### src/rtl/bus_responder.sv
// bus_responder -- memory/peripheral end of the CPU read/write strobe bus.
//
// Detects falling edges of the active-low notWR/notRD strobes (sampled on the
// rising clock edge), captures address and write data, waits WAIT_STATES
// cycles, performs one access to an internal word store and then holds
// ready until the CPU releases the strobe.
//
// Parameters:
//   DATA_WIDTH  - data bus width
//   ADDR_BITS   - low address bits decoded; store depth is 2**ADDR_BITS words
//   WAIT_STATES - cycles between strobe detection and the access (0..15)
//
// Ports:
//   clock         - system clock, all state changes on posedge
//   reset         - asynchronous, active-high
//   notWR, notRD  - active-low write / read strobes from the CPU side
//   address       - 16-bit bus address
//   dataIn        - write data
//   dataOut       - registered read data, retained after the cycle ends
//   dataOutEnable - high while read data is valid (ACCESS through HOLD)
//   ready         - access complete, held until the strobe is released
//   collision     - one-cycle pulse when both strobes are seen low together
//   busError      - only with ADDR_CHECK_EN: upper address bits were nonzero
//
// Build option ADDR_CHECK_EN: when defined, accesses whose address has any
// bit set above ADDR_BITS complete with normal timing but do not touch the
// store (reads return 0) and raise busError alongside ready. When undefined,
// upper address bits are ignored and addresses alias.

module bus_responder #(
  parameter int DATA_WIDTH  = 16,
  parameter int ADDR_BITS   = 8,
  parameter int WAIT_STATES = 2
) (
  input  logic                  clock,
  input  logic                  reset,
  input  logic                  notWR,
  input  logic                  notRD,
  input  logic [15:0]           address,
  input  logic [DATA_WIDTH-1:0] dataIn,
  output logic [DATA_WIDTH-1:0] dataOut,
  output logic                  dataOutEnable,
  output logic                  ready,
  output logic                  collision
`ifdef ADDR_CHECK_EN
  ,
  output logic                  busError
`endif
);

  localparam int         DEPTH     = 1 << ADDR_BITS;
  localparam logic [3:0] WAIT_INIT = 4'(WAIT_STATES);

  typedef enum logic [1:0] {IDLE, WAIT, ACCESS, HOLD} stateT;

  stateT                 state;
  logic                  prevWR;
  logic                  prevRD;
  logic                  blocked;
  logic [3:0]            waitCount;
  logic                  opWrite;
  logic [ADDR_BITS-1:0]  addrReg;
  logic [DATA_WIDTH-1:0] dataReg;
  logic                  addrErr;
  logic [DATA_WIDTH-1:0] mem [DEPTH];

  logic wrEdge;
  logic rdEdge;
  logic bothLow;
  logic startWrite;
  logic startRead;
  logic activeHigh;
  logic memWrite;

  assign wrEdge  = !notWR && prevWR;
  assign rdEdge  = !notRD && prevRD;
  assign bothLow = !notWR && !notRD;

  // An access starts only from a fresh edge with the other strobe idle.
  assign startWrite = (state == IDLE) && !blocked && wrEdge && notRD;
  assign startRead  = (state == IDLE) && !blocked && rdEdge && notWR;

  // Release of whichever strobe started the current access.
  assign activeHigh = opWrite ? notWR : notRD;

`ifdef ADDR_CHECK_EN
  always_ff @(posedge clock) begin
    if (startWrite || startRead) begin
      addrErr <= |address[15:ADDR_BITS];
    end
  end
`else
  logic unusedUpperAddr;
  assign unusedUpperAddr = ^address[15:ADDR_BITS];
  assign addrErr = 1'b0;
`endif

  // Captured address and data are pure datapath and need no reset.
  always_ff @(posedge clock) begin
    if (startWrite || startRead) begin
      addrReg <= address[ADDR_BITS-1:0];
      dataReg <= dataIn;
    end
  end

  function automatic logic [DATA_WIDTH-1:0] readWord(input logic err,
                                                     input logic [DATA_WIDTH-1:0] word);
    return err ? '0 : word;
  endfunction

  // Reset forces state to IDLE asynchronously, so a pending write never lands.
  assign memWrite = (state == ACCESS) && opWrite && !addrErr && !reset;

  always_ff @(posedge clock) begin
    if (memWrite) begin
      mem[addrReg] <= dataReg;
    end
  end

  always_ff @(posedge clock or posedge reset) begin
    if (reset) begin
      state         <= IDLE;
      ready         <= 1'b0;
      dataOutEnable <= 1'b0;
      dataOut       <= '0;
      collision     <= 1'b0;
      prevWR        <= 1'b1;
      prevRD        <= 1'b1;
      blocked       <= 1'b0;
      waitCount     <= '0;
      opWrite       <= 1'b0;
`ifdef ADDR_CHECK_EN
      busError      <= 1'b0;
`endif
    end else begin
      prevWR    <= notWR;
      prevRD    <= notRD;
      collision <= 1'b0;
      case (state)
        IDLE: begin
          if (blocked) begin
            // After a collision, wait for both strobes idle before rearming.
            if (notWR && notRD) begin
              blocked <= 1'b0;
            end
          end else if (bothLow) begin
            collision <= 1'b1;
            blocked   <= 1'b1;
          end else if (startWrite || startRead) begin
            opWrite   <= startWrite;
            waitCount <= WAIT_INIT;
            state     <= (WAIT_STATES == 0) ? ACCESS : WAIT;
          end
        end
        WAIT: begin
          // Abort takes priority over completing the wait.
          if (activeHigh) begin
            state <= IDLE;
          end else if (waitCount <= 4'd1) begin
            state <= ACCESS;
          end else begin
            waitCount <= waitCount - 4'd1;
          end
        end
        ACCESS: begin
          if (!opWrite) begin
            dataOut       <= readWord(addrErr, mem[addrReg]);
            dataOutEnable <= 1'b1;
          end
          ready <= 1'b1;
`ifdef ADDR_CHECK_EN
          busError <= addrErr;
`endif
          state <= HOLD;
        end
        HOLD: begin
          if (activeHigh) begin
            ready         <= 1'b0;
            dataOutEnable <= 1'b0;
`ifdef ADDR_CHECK_EN
            busError      <= 1'b0;
`endif
            state         <= IDLE;
          end
        end
        default: state <= IDLE;
      endcase
    end
  end

endmodule

### config.mk
export PLATFORM = sky130hd
export DESIGN_NAME = bus_responder
export DESIGN_NICKNAME = d
export VERILOG_FILES = /design/src/rtl/bus_responder.sv
export SDC_FILE = /design/constraint.sdc
export NUM_CORES = 2
export LEC_CHECK = 0
export BUFFER_PORTS_ARGS = -buffer_cell sky130_fd_sc_hd__buf_2
export CAP_MARGIN = 0
export CORE_MARGIN = 5
export CORE_UTILIZATION = 30
export CTS_CLUSTER_SIZE = 25
export DETAILED_ROUTE_END_ITERATION = 6
export GPL_TIMING_DRIVEN = 1
export SLEW_MARGIN = 20
export SYNTH_ARGS = -nofsm -noshare
export SYNTH_HDL_FRONTEND = slang
export SYNTH_SLANG_ARGS = --single-unit
### constraint.sdc
create_clock -name clock -period 7.5 [get_ports clock]
set_input_delay 0.75 -clock clock [delete_from_list [all_inputs] [get_ports clock]]
set_output_delay 0.75 -clock clock [all_outputs]
set_load 0.02 [all_outputs]
Word-level counts from Yosys, hierarchy flattened. Memory sizes are Yosys's and may differ from the RTL's. A register that Yosys moved wholly into a read port is not among the register bits. Cells that the tools add are included.

Register bits: 37. RAM bits: 4096. Bits of input ports: 36. Output and inout bits: 19. Word-level logic and storage cells: 78. Memories kept: 1.

$add $sub $neg: 1. $lt $le $gt $ge: 1. Equality and inequality tests: 11. Multiplexer cells: 25. Bitwise operators: 3. Reduce and logical (&&, ||, !) cells: 25.

Memories: mem (depth 256, width 16, rd ports 1, clocked after memory_dff 1, wr ports 1, line 65) `logic [DATA_WIDTH-1:0] mem [DEPTH];`.

Operators with widths (count): $mux W4 (5); $mux W2 (6); $ne A2 B2 Y1 const B (6); $logic_and A1 B1 Y1 (11); $mux W1 (10); $pmux W2 S4 (1); $pmux W4 S2 (1); $reduce_and A6 Y1 (1); $reduce_and A5 Y1 (1); $eq A2 B2 Y1 const B (2); $le A4 B1 Y1 const B (1); $logic_not A1 Y1 (4); $pmux W1 S2 (2); $reduce_and A2 Y1 (2); $reduce_and A4 Y1 (1); $reduce_bool A2 Y1 (2); $sub A4 B1 Y4 const B (1); $ne A3 B3 Y1 const B (1); $not A1 Y1 (3); $reduce_and A3 Y1 (1); $eq A2 B1 Y1 const B (1); $logic_not A2 Y1 (1); $ne A2 B1 Y1 const B (1); $logic_or A1 B1 Y1 (1).

Logic depth before layout (Yosys ltp).
Depth in word-level cells: 9. Mapped depth: 13. Mapped depth without buffers: 9.

Worst setup path before layout. Ideal clock, no wire load.

Path kind: register -> register. Start point: reg dataReg[0]. End point: mem mem[0][0] (data pin). Setup time: 0.817 ns. Arrival: 3.228 ns. Required time: 6.683 ns. Setup slack: 3.454 ns. Stages on the path, launching flop included: 1. Path buffers: 0. Period minus slack after synthesis: 4.046 ns. Cells stage by stage: edfxtp_1.

RTL lines: start, declared (line 63) `logic [DATA_WIDTH-1:0] dataReg;`; start signal, assigned (line 102) `dataReg <= dataIn;`; end, declared (line 65).

No word-level cell before the write port.

Worst setup path after layout.
Start point: reg addrReg[3]. End point: mem mem[46][10], enable pin.

RTL lines: start, declared (line 62) `logic [ADDR_BITS-1:0] addrReg;`; start signal, assigned (line 101) `addrReg <= address[ADDR_BITS-1:0];`.

No word-level cell before the write port.

==> run summary <==
CTS Buffer Depth: 4
Ranking of synthesized cells by area: edfxtp_1 (77%), mux4_2 (13%), mux2i_1 (1.9%)
Core area: 532000 sq um
Synth cell types: 76
Initial core utilization: 0.300
Share of layout cells above drive strength 1: 0.262
Crit path kind: flop to flop
Actual slew at the worst max-slew pin: 1.30 ns
Min Tclk post-route: 5.06 ns
Setup Buffers After CTS: 0
Hold Crit Class: primary input to flop
Routed WL: 442000 microns
Largest net degree at the start of global routing: 201
HP Start: address[0]
Count leader, synth: edfxtp_1
Final Max Tran Viols: 0
Failing checks: design-rule violations
Top_reg_cell synth: edfxtp_1
Multiplexer share of the synthesized area: 0.156
DR pass1 iterations: 7
First-pass GRT wire length: 617000 microns
I/O pins: 55
Vias per cell: 5.24
Seq cells post-synth: 4149
Die Ht: 740 microns
Slowest stage cell, crit path: edfxtp_1
Ys async rst share: 0.00699
Crit path depth: 6
RR Endpoint: mem[46][10]
CTS Hold Buffers Added: 22
Post-Synth Simple-Gate Area: 0.0251
Via count: 79600
Clock latency on the worst-skew pair: 0.99 ns
Global route overflow: 0
Setup tns final: 0 ns
Post-CTS Resized: 0
Syn-to-layout area delta: 15.2%
VDD IR max: 0.191 mV
Die ar.: 547000 sq um
TritonCTS clock tree: built
DR WL/cell: 29.1 microns
Routed Antenna Nets: 0
Compound-cell area share of the yosys netlist: 0.0240
Number of H-tree levels: 5
Slew Limit Headroom: 0.136
Vias in the first global route: 79000
Worst path cell trace: inv_8, nor2_1, nand2_1, buf_4, nor2_1, buf_4
Commonest cells post-synth: edfxtp_1 (4120), mux4_2 (957), nor2_1 (341)
Initial antenna violation count: 46
Endpoint, Worst Hold: addrReg[0]
Final Hold Viols: 0
Max-Cap Viols: 0
Largest family of logic cells by synthesized area: multiplexers
Crit-path max FO: 39
Post-synth top area share: 0.774
Largest area contributor in the netlist: edfxtp_1
Clock root buffer: clkbuf_16
Detailed Route Iter0 Violations: 10800
Flop2flop setup slack: 2.44 ns
CTS Sinks: 4149
Mapped Cells: 7323
Final net count: 7820
Synthesized area per cell: 21.8 sq um
Status: finished with violations
TritonCTS Buffers: 421
Fmax: 0.198 GHz
DRC Markers: 13
Worst EP arrival: 5.71 ns
Delay-heaviest family, CP: simple AND/OR/NAND/NOR gates
Buf+Inv Stages, Crit Path: 3
Post-synthesis adder-cell area fraction: 0.000157
Peak per-stage delay on the critical path: 0.93 ns
Core Rows: 268
Mapped Area: 160000 sq um
RSZ-0062 raised after global routing: no
Final period utilization: 0.674
Port-buffer cells: 46
R2R depth: 6
Clock skew: 0.0652 ns
EDFF count, synth: 4120
Final setup viols: 0
Startpoint Class: flop
Post-Syn Nets: 7361
Critical Path RT: 8.15 ns
RR Startpoint: addrReg[3]
Static Leak: 56.6 nW
Cell area power density: 258 nW/um^2
Total GRT Usage: 0.156
Post-Synth XOR/XNOR Area: 0.000110
Post-DP Area: 170000 sq um
CP endpoint kind: flop
Hpwl dp: 262000 microns
Post-layout instance area: 184000 sq um
Clock-pin slew of the registers on the worst-case setup and hold paths: 0.06 ns
Cell depth of the worst min-delay path: 1
Yosys warns: 0
Die W: 740 microns
Post-synthesis sequential area ratio: 0.779
Final estimated routing congestion in global placement: 0.829
==> sequential cells by signal, summed over array words and instances, names as in the netlist, named ones only <==
register and flops:
mem 4096, dataOut 16, dataReg 16, addrReg 8, waitCount 4, blocked 1
collision 1, dataOutEnable 1, opWrite 1, prevRD 1, prevWR 1, ready 1
state 1
==> how the worst max path moves through the flow <==
stage,startpoint,to,slack [ns]
finish,addrReg[3],mem[46][10],2.44
global route,addrReg[3],mem[46][3],2.44
CTS,addrReg[3],mem[28][4],2.59
detailed placement,addrReg[3],mem[28][15],2.57
global placement,addrReg[3],mem[45][2],2.66
floorplan,dataReg[0],mem[0][0],3.45
==> worst reg2reg max path, cell delays in order (launching register included) <==
cell and delay [ns]:
edfxtp_1 0.93, inv_8 0.40, nor2_1 0.93, nand2_1 0.88, buf_4 0.52, nor2_1 0.72
buf_4 0.37
==> routing by layer <==
| metal | vias up | part of all wire | track usage |
|---|---|---|---|
| met5 | - | 0.00055 | 0.000961 |
| met4 | 30 | 0.033 | 0.0470 |
| met3 | 737 | 0.10 | 0.0375 |
| met2 | 4148 | 0.47 | 0.245 |
| met1 | 42800 | 0.40 | 0.216 |
| li1 | 31800 | - | - |
==> report_power, final <==
group	switching, mW	total, mW	internal, mW
clock network	8.85	20.6	11.7
logic	0.978	1.41	0.429
registers	0.184	25.5	25.3
total	10.0	47.5	37.5
==> metrics by stage <==
| stage | total power, mW | instances | util | worst slack [ns] | hold WS, ns |
|---|---|---|---|---|---|
| after CTS | 47.8 | 15200 | 0.346 | 2.59 | 0.00598 |
| after detailed placement | 27.4 | 14400 | 0.320 | 2.57 | 0.481 |
| final | 47.5 | 15200 | 0.346 | 2.44 | 0.0496 |
| after global routing | 48.9 | 15200 | 0.346 | 2.44 | 0.0124 |
| after floorplan | 26.6 | 7323 | - | 3.45 | 0.473 |
| after global placement | 27.4 | 14400 | 0.320 | 2.66 | 0.497 |
==> layout make-up <==
type	instances	area, sq um
antenna	13	32.5
fill	48900	348000
clock buffer	518	11000
timing repair buffer	461	3890
inverter	9	42.5
multi-input combinational	2740	33300
sequential	4149	124000
clock inverter	264	2440
tap	7020	8780
==> cells in the final DEF, fill, tap and decap left out, types with 37 or more instances in the layout <==
cell       Yosys  layout
a211oi_1      47      43
a21oi_1       65      64
a22oi_1       76      76
a32oi_1       86      86
buf_2        182      46
buf_4         95     353
bufinv_16      0      37
clkbuf_1      96      87
clkbuf_16      0     424
clkinv_1       2     104
clkinv_2       0      87
edfxtp_1    4120    4120
mux2i_1      307     307
mux4_2       957     957
nand2_1      308     305
nand3_1       83      83
nor2_1       341     260
nor2_2         1      47
nor3_1        42      40
o21ai_0       60      59
o22ai_1       57      57
==> cells by family after synthesis <==
family / after synthesis
AOI/OAI and AO/OA: 534
DFF: 4149
buffers and inverters: 434
muxes: 1291
xor gates and xnor gates: 2
adders and majority gates: 2
and+or+nand+nor: 911
No activity file was read; power rests on OpenSTA's default activity.
